File: src/rtl/matrix_nxn_buff_pkg.sv
// matrix_pkg: shared types, default dimensions and width helpers for the
// matrix_nxn_buff input stage (MAT_N x MAT_N matrices of Q2.10 elements).
package matrix_pkg;

    localparam int MAT_N = 4;
    localparam int MAT_W = 12;

    typedef logic [MAT_W-1:0] fxp_t;
    typedef fxp_t [MAT_N-1:0][MAT_N-1:0] mat_t;

    // Width of a row/col index; a dimension of 1 still needs one bit.
    function automatic int idx_w(input int n);
        return (n > 1) ? $clog2(n) : 1;
    endfunction

    // Width of an element counter that must hold the value n*n.
    function automatic int cnt_w(input int n);
        return $clog2(n * n + 1);
    endfunction

endpackage

File: src/rtl/matrix_nxn_buff_bank.sv
// matrix_nxn_bank: one N x N storage bank for the A and B operands.
// Single write port addressed by (col, row); both matrices are read out in
// full every cycle. Contents reset to zero; a synchronous abort upstream
// never touches this storage.
module matrix_nxn_bank
    import matrix_pkg::*;
#(
    parameter int N = MAT_N,
    parameter int W = MAT_W
) (
    input  logic                         clk_i,
    input  logic                         rst_n_i,
    input  logic                         we_i,
    input  logic [idx_w(N)-1:0]          col_i,
    input  logic [idx_w(N)-1:0]          row_i,
    input  logic [W-1:0]                 a_i,
    input  logic [W-1:0]                 b_i,
    output logic [N-1:0][N-1:0][W-1:0]   a_mat_o,
    output logic [N-1:0][N-1:0][W-1:0]   b_mat_o
);

    logic [N-1:0][N-1:0][W-1:0] a_q;
    logic [N-1:0][N-1:0][W-1:0] b_q;

    // Element storage: write the addressed A/B pair when enabled.
    always_ff @(posedge clk_i or negedge rst_n_i) begin
        if (!rst_n_i) begin
            a_q <= '0;
            b_q <= '0;
        end else if (we_i) begin
            a_q[col_i][row_i] <= a_i;
            b_q[col_i][row_i] <= b_i;
        end
    end

    assign a_mat_o = a_q;
    assign b_mat_o = b_q;

endmodule

File: src/rtl/matrix_nxn_buff.sv
// matrix_nxn_buff: collects two N x N matrices (A, B) one element pair per
// input handshake in column-major order (row increments first), then
// presents both complete matrices to the multiplier array.
// Optional feature macro: MATRIX_BUFF_PINGPONG_EN selects two banks so the
// next operand pair can fill while the current one is presented; without
// it a single bank is used and filling waits for the output transfer.
//
// Handshakes: a transfer happens on a rising edge where valid and ready are
// both high. valid_out and ready_out are decoded purely from registered
// occupancy, so neither depends combinationally on any input. clear is a
// synchronous abort that wins over both handshakes in the same cycle.
module matrix_nxn_buff
    import matrix_pkg::*;
#(
    parameter int N = MAT_N,
    parameter int W = MAT_W
) (
    input  logic                         clk,
    input  logic                         rst_n,
    input  logic                         clear,
    input  logic                         valid_in,
    output logic                         ready_out,
    input  logic [W-1:0]                 a_in,
    input  logic [W-1:0]                 b_in,
    output logic                         valid_out,
    input  logic                         ready_in,
    output logic [N-1:0][N-1:0][W-1:0]   a_mat,
    output logic [N-1:0][N-1:0][W-1:0]   b_mat,
    output logic [cnt_w(N)-1:0]          fill_cnt
);

    localparam int IW = idx_w(N);
    localparam int CW = cnt_w(N);
    localparam logic [IW-1:0] LAST_IDX = IW'(N - 1);

    logic [IW-1:0] row_q, row_d;
    logic [IW-1:0] col_q, col_d;
    logic [CW-1:0] cnt_q, cnt_d;
    logic [1:0]    occ_q, occ_d;

    logic in_fire;
    logic out_fire;
    logic fill_done;
    logic wr_en;

    logic [N-1:0][N-1:0][W-1:0] bank0_a, bank0_b;

    assign in_fire   = valid_in && ready_out;
    assign out_fire  = valid_out && ready_in;
    assign fill_done = in_fire && (row_q == LAST_IDX) && (col_q == LAST_IDX);
    assign wr_en     = in_fire && !clear;

    assign valid_out = (occ_q != 2'd0);
    assign fill_cnt  = cnt_q;

    // Fill counters and occupancy: advance on accepted input, release on
    // accepted output, everything back to zero on abort.
    always_comb begin
        row_d = row_q;
        col_d = col_q;
        cnt_d = cnt_q;
        occ_d = occ_q;
        if (clear) begin
            row_d = '0;
            col_d = '0;
            cnt_d = '0;
            occ_d = 2'd0;
        end else begin
            if (in_fire) begin
                if (row_q == LAST_IDX) begin
                    row_d = '0;
                    col_d = (col_q == LAST_IDX) ? '0 : col_q + IW'(1);
                end else begin
                    row_d = row_q + IW'(1);
                end
                cnt_d = fill_done ? '0 : cnt_q + CW'(1);
            end
            occ_d = occ_q + {1'b0, fill_done} - {1'b0, out_fire};
        end
    end

    // Counter and occupancy registers.
    always_ff @(posedge clk or negedge rst_n) begin
        if (!rst_n) begin
            row_q <= '0;
            col_q <= '0;
            cnt_q <= '0;
            occ_q <= 2'd0;
        end else begin
            row_q <= row_d;
            col_q <= col_d;
            cnt_q <= cnt_d;
            occ_q <= occ_d;
        end
    end

`ifdef MATRIX_BUFF_PINGPONG_EN
    logic wr_ptr_q, wr_ptr_d;
    logic rd_ptr_q, rd_ptr_d;
    logic [N-1:0][N-1:0][W-1:0] bank1_a, bank1_b;

    // Bank pointers: the fill side flips on completion, the read side on
    // release; both may flip on the same edge.
    always_comb begin
        wr_ptr_d = wr_ptr_q;
        rd_ptr_d = rd_ptr_q;
        if (clear) begin
            wr_ptr_d = 1'b0;
            rd_ptr_d = 1'b0;
        end else begin
            if (fill_done) wr_ptr_d = ~wr_ptr_q;
            if (out_fire)  rd_ptr_d = ~rd_ptr_q;
        end
    end

    // Bank pointer registers.
    always_ff @(posedge clk or negedge rst_n) begin
        if (!rst_n) begin
            wr_ptr_q <= 1'b0;
            rd_ptr_q <= 1'b0;
        end else begin
            wr_ptr_q <= wr_ptr_d;
            rd_ptr_q <= rd_ptr_d;
        end
    end

    matrix_nxn_bank #(.N(N), .W(W)) u_bank0 (
        .clk_i   (clk),
        .rst_n_i (rst_n),
        .we_i    (wr_en && !wr_ptr_q),
        .col_i   (col_q),
        .row_i   (row_q),
        .a_i     (a_in),
        .b_i     (b_in),
        .a_mat_o (bank0_a),
        .b_mat_o (bank0_b)
    );

    matrix_nxn_bank #(.N(N), .W(W)) u_bank1 (
        .clk_i   (clk),
        .rst_n_i (rst_n),
        .we_i    (wr_en && wr_ptr_q),
        .col_i   (col_q),
        .row_i   (row_q),
        .a_i     (a_in),
        .b_i     (b_in),
        .a_mat_o (bank1_a),
        .b_mat_o (bank1_b)
    );

    assign a_mat     = rd_ptr_q ? bank1_a : bank0_a;
    assign b_mat     = rd_ptr_q ? bank1_b : bank0_b;
    assign ready_out = (occ_q != 2'd2);
`else
    // Single bank: both pointers are implicitly zero.
    matrix_nxn_bank #(.N(N), .W(W)) u_bank0 (
        .clk_i   (clk),
        .rst_n_i (rst_n),
        .we_i    (wr_en),
        .col_i   (col_q),
        .row_i   (row_q),
        .a_i     (a_in),
        .b_i     (b_in),
        .a_mat_o (bank0_a),
        .b_mat_o (bank0_b)
    );

    assign a_mat     = bank0_a;
    assign b_mat     = bank0_b;
    assign ready_out = (occ_q == 2'd0);
`endif

endmodule

File: config.mk
export PLATFORM = sky130hd
export DESIGN_NAME = matrix_nxn_buff
export DESIGN_NICKNAME = d
export VERILOG_FILES = /design/src/rtl/matrix_nxn_buff_pkg.sv /design/src/rtl/matrix_nxn_buff_bank.sv /design/src/rtl/matrix_nxn_buff.sv
export SDC_FILE = /design/constraint.sdc
export NUM_CORES = 1
export LEC_CHECK = 0
export ABC_AREA = 1
export BUFFER_PORTS_ARGS = -buffer_cell sky130_fd_sc_hd__buf_2
export CORE_ASPECT_RATIO = 0.5
export CORE_MARGIN = 5
export CORE_UTILIZATION = 39
export CTS_CLUSTER_DIAMETER = 200
export DETAILED_ROUTE_END_ITERATION = 16
export PLACE_DENSITY = 0.7
export SLEW_MARGIN = 20
export SYNTH_ARGS = -nofsm -noshare
export SYNTH_HDL_FRONTEND = slang
export SYNTH_SLANG_ARGS = --single-unit
File: constraint.sdc
create_clock -name clk -period 5 [get_ports clk]
set_input_delay 1 -clock clk [delete_from_list [all_inputs] [get_ports clk]]
set_output_delay 1 -clock clk [all_outputs]
set_load 0.1 [all_outputs]
==> flow_summary.yaml <==
placed_design:
  place_ws_ns: 1.50
  numPortBuffers: 419
  place_area_um2: 17900
  gp_congestion: 0.889
  hpwl_um: 36400
clock_network:
  cts_buffers: 38
  cts_buffer_depth: 3
  insertion_delay_ns: 0.54
  cts-resized-gates: 0
  h-tree-depth: 2
  cts.sinks: 395
  cts_hold_buffers: 0
  cts_root_buf: "clkbuf_16"
  cts_tree: "yes"
  clkTransAtPathRegs_ns: 0.07
  post_cts_buffers: 0
synth:
  synth_top_area_share_pct: 63.9
  syn_avg_cell_area_um2: 8.57
  seq_area_frac_synth_pct: 63.9
  postSynthCellCount: 1805
  syn_area_um2: 15500
  ys_types: 18
  synth_enable_flop_cells: 0
  synth_nets: 1845
  async_flop_share_pct: 100
  synth_warnings: 0
  synthTopCellsByArea: "dfrtp_1, nand2_1, clkbuf_1"
  yosysMostFrequentCell: "nand2_1"
  ys_top_cells_by_count: "nand2_1, dfrtp_1, clkbuf_1"
  ys.flop_type: "dfrtp_1"
  yosys.area.top_type: "dfrtp_1"
  ys_ff_latch: 395
pwr:
  internal_power_w: 0.00635
  clkPwrFrac_pct: 21.9
  max-vdd-ir-drop_mv: 0.508
  pwr-share-seq_pct: 30.5
  cellPowerDensity_nw_per_um2: 713
  p_sw_w: 0.00744
  p_leak_nw: 11.9
  power_frac_comb_pct: 47.6
  p_sw_share_pct: 53.9
setup_path:
  rrSetupSlack_ns: 2.29
  slowest_delay_ns: 0.49
  reg2reg_depth: 8
  crit_path_start_kind: "register"
  critPathBufInv: 2
  cp.arrival_ns: 1.82
  cp-end-kind: "output pin"
  crit_type: "register to output pin"
  critPathTopFamily: "buffers and inverters"
  path_cells: "nor2_2 -> buf_4 -> buf_2"
  cpMaxStageDelayCell: "buf_2"
  r2r-end: "u_bank0.a_mat_o[128]$_DFFE_PN0P_"
  cp.required_ns: 4.00
  reg2reg_from: "col_q[0]$_DFFE_PN0P_"
  path_max_fanout: 20
floorplan:
  io_pins: 420
  die_w_um: 292
  rows: 51
  initial_core_util_pct: 39.6
  fp.dieH_um: 151
  coreArea_um2: 39100
  die_area_um2: 44000
routing:
  viasPerCell: 4.78
  drc: 0
  wl_um: 53600
  ant_nets: 0
  firstDrtPassIters: 5
  initialDrtViolationCount: 1228
  num_vias: 13000
  post_drt_wl_per_cell_um: 19.7
global_route:
  grtUsageTotal_pct: 23.5
  antenna_found_initial: 2
  grt_pass1_vias: 12700
  grt_pass1_wl_um: 80000
  grt_max_degree: 128
  grt-ovfl-total: 0
cells_and_area:
  area_growth_pct: 25.0
  layout-drive-gt1-share_pct: 23.5
  num-nets-final: 2208
  nFillCells: 3722
  final_area_um2: 19300
outcome:
  status: "completed"
sta:
  hold_viol_final: 0
  worst_slew_pin_slew_ns: 1.08
  max_freq_mhz: 354
  setup_viol: 0
  fin_crit_ns: 2.82
  tns_ns: 0
  rsz0062_at_grt: "no"
  fin_skew_ns: 0.00995
  setup_slack_ns: 2.18
  slew_headroom_pct: 28.1
  report.final.slew_viol_count: 0
  min_period_over_period_pct: 56.5
min_path:
  min-delay-path-class: "input pin to async pin"
run:
  max-cap-violations: 0
-- logic make-up after synthesis --
logic type	count (synthesis)	synth area share, %
adders and majority gates	11	0.890
DFF	395	63.9
AOI/OAI and AO/OA	25	0.809
xor gates and xnor gates	2	0.113
buffers and inverters	148	4.12
and+or+nand+nor	1224	30.2
-- worst register-to-register path: cells and delay by family, from the launching register on --
family / cells / cell delay, ns
adder cells (fa/ha/maj): 1 / 0.21
flip-flops: 1 / 0.43
buffers and inverters: 2 / 0.15
AND/OR/NAND/NOR: 5 / 1.84
-- routing by layer --
| metal | GRT usage [%] | vias to the layer above | wire, µm |
|---|---|---|---|
| met5 | 0 | - | 0 |
| met4 | 11.3 | 0 | 2750 |
| met3 | 3.99 | 127 | 3160 |
| met2 | 41.1 | 456 | 27400 |
| met1 | 28.8 | 6306 | 20400 |
| li1 | - | 6144 | - |
-- per-stage QoR --
stage | util [%] | power [W] | cells | hold WS [ns]
6_report | 49.5 | 0.0138 | 2728 | 0.336
5_1_grt | 49.5 | 0.0143 | 2728 | 0.340
3_3_place_gp | 45.8 | 0.0108 | 2650 | 0.450
2_1_floorplan | - | 0.00959 | 1805 | 0.492
3_5_place_dp | 45.9 | 0.0108 | 2654 | 0.453
4_1_cts | 49.2 | 0.0139 | 2722 | 0.468
-- power by group through the flow --
| stage | clock network, W | registers (W) | logic (W) |
|---|---|---|---|
| floorplan | 0 | 0.00882 | 0.000773 |
| global placement | 0 | 0.00423 | 0.00653 |
| detailed placement | 0 | 0.00424 | 0.00659 |
| CTS | 0.00306 | 0.00420 | 0.00659 |
| global route | 0.00321 | 0.00427 | 0.00678 |
| finish | 0.00302 | 0.00420 | 0.00657 |
-- registers in the layout, summed over array words and instances, names as in the netlist --
register,cells
fill_cnt,5
row_q,2
occ_q,2
u_bank0.b_mat_o,192
col_q,2
u_bank0.a_mat_o,192
-- how the worst max path moves through the flow --
| stage | start | cells after the start | to |
|---|---|---|---|
| 2_1_floorplan | occ_q[1]$_DFF_PN0_ | 4 | valid_out |
| 3_3_place_gp | valid_in | 5 | u_bank0.a_mat_o[28]$_DFFE_PN0P_ |
| 3_5_place_dp | valid_in | 5 | u_bank0.a_mat_o[14]$_DFFE_PN0P_ |
| 4_1_cts | valid_in | 5 | u_bank0.a_mat_o[14]$_DFFE_PN0P_ |
| 5_1_grt | col_q[0]$_DFFE_PN0P_ | 8 | u_bank0.a_mat_o[125]$_DFFE_PN0P_ |
| 6_report | occ_q[1]$_DFF_PN0_ | 3 | ready_out |
-- layout make-up --
cell class / instances / area [µm²] / area share [%]
antenna: 2 / 5.00 / 0.0259
inverter: 28 / 105 / 0.544
clock inverter: 10 / 154 / 0.796
tap: 530 / 663 / 3.43
timing repair buffer: 443 / 2370 / 12.3
sequential: 395 / 9880 / 51.1
multi-input combinational: 1262 / 5010 / 25.9
clock buffer: 58 / 1140 / 5.89
-- placed cells by master (no fill, tap or decap), types with 5 or more instances in the layout --
master     count
clkinv_2       5
nor2_4         8
nor2_2         8
clkbuf_8       5
nor2_1        10
nand2_1     1172
buf_2        418
clkbuf_1      12
clkbuf_16     41
dfrtp_1      395
nand3_1        6
o21ai_0       24
buf_4         14
ha_1          11
nand4_1       17
inv_1         28
(Power assumes the default switching activity.)
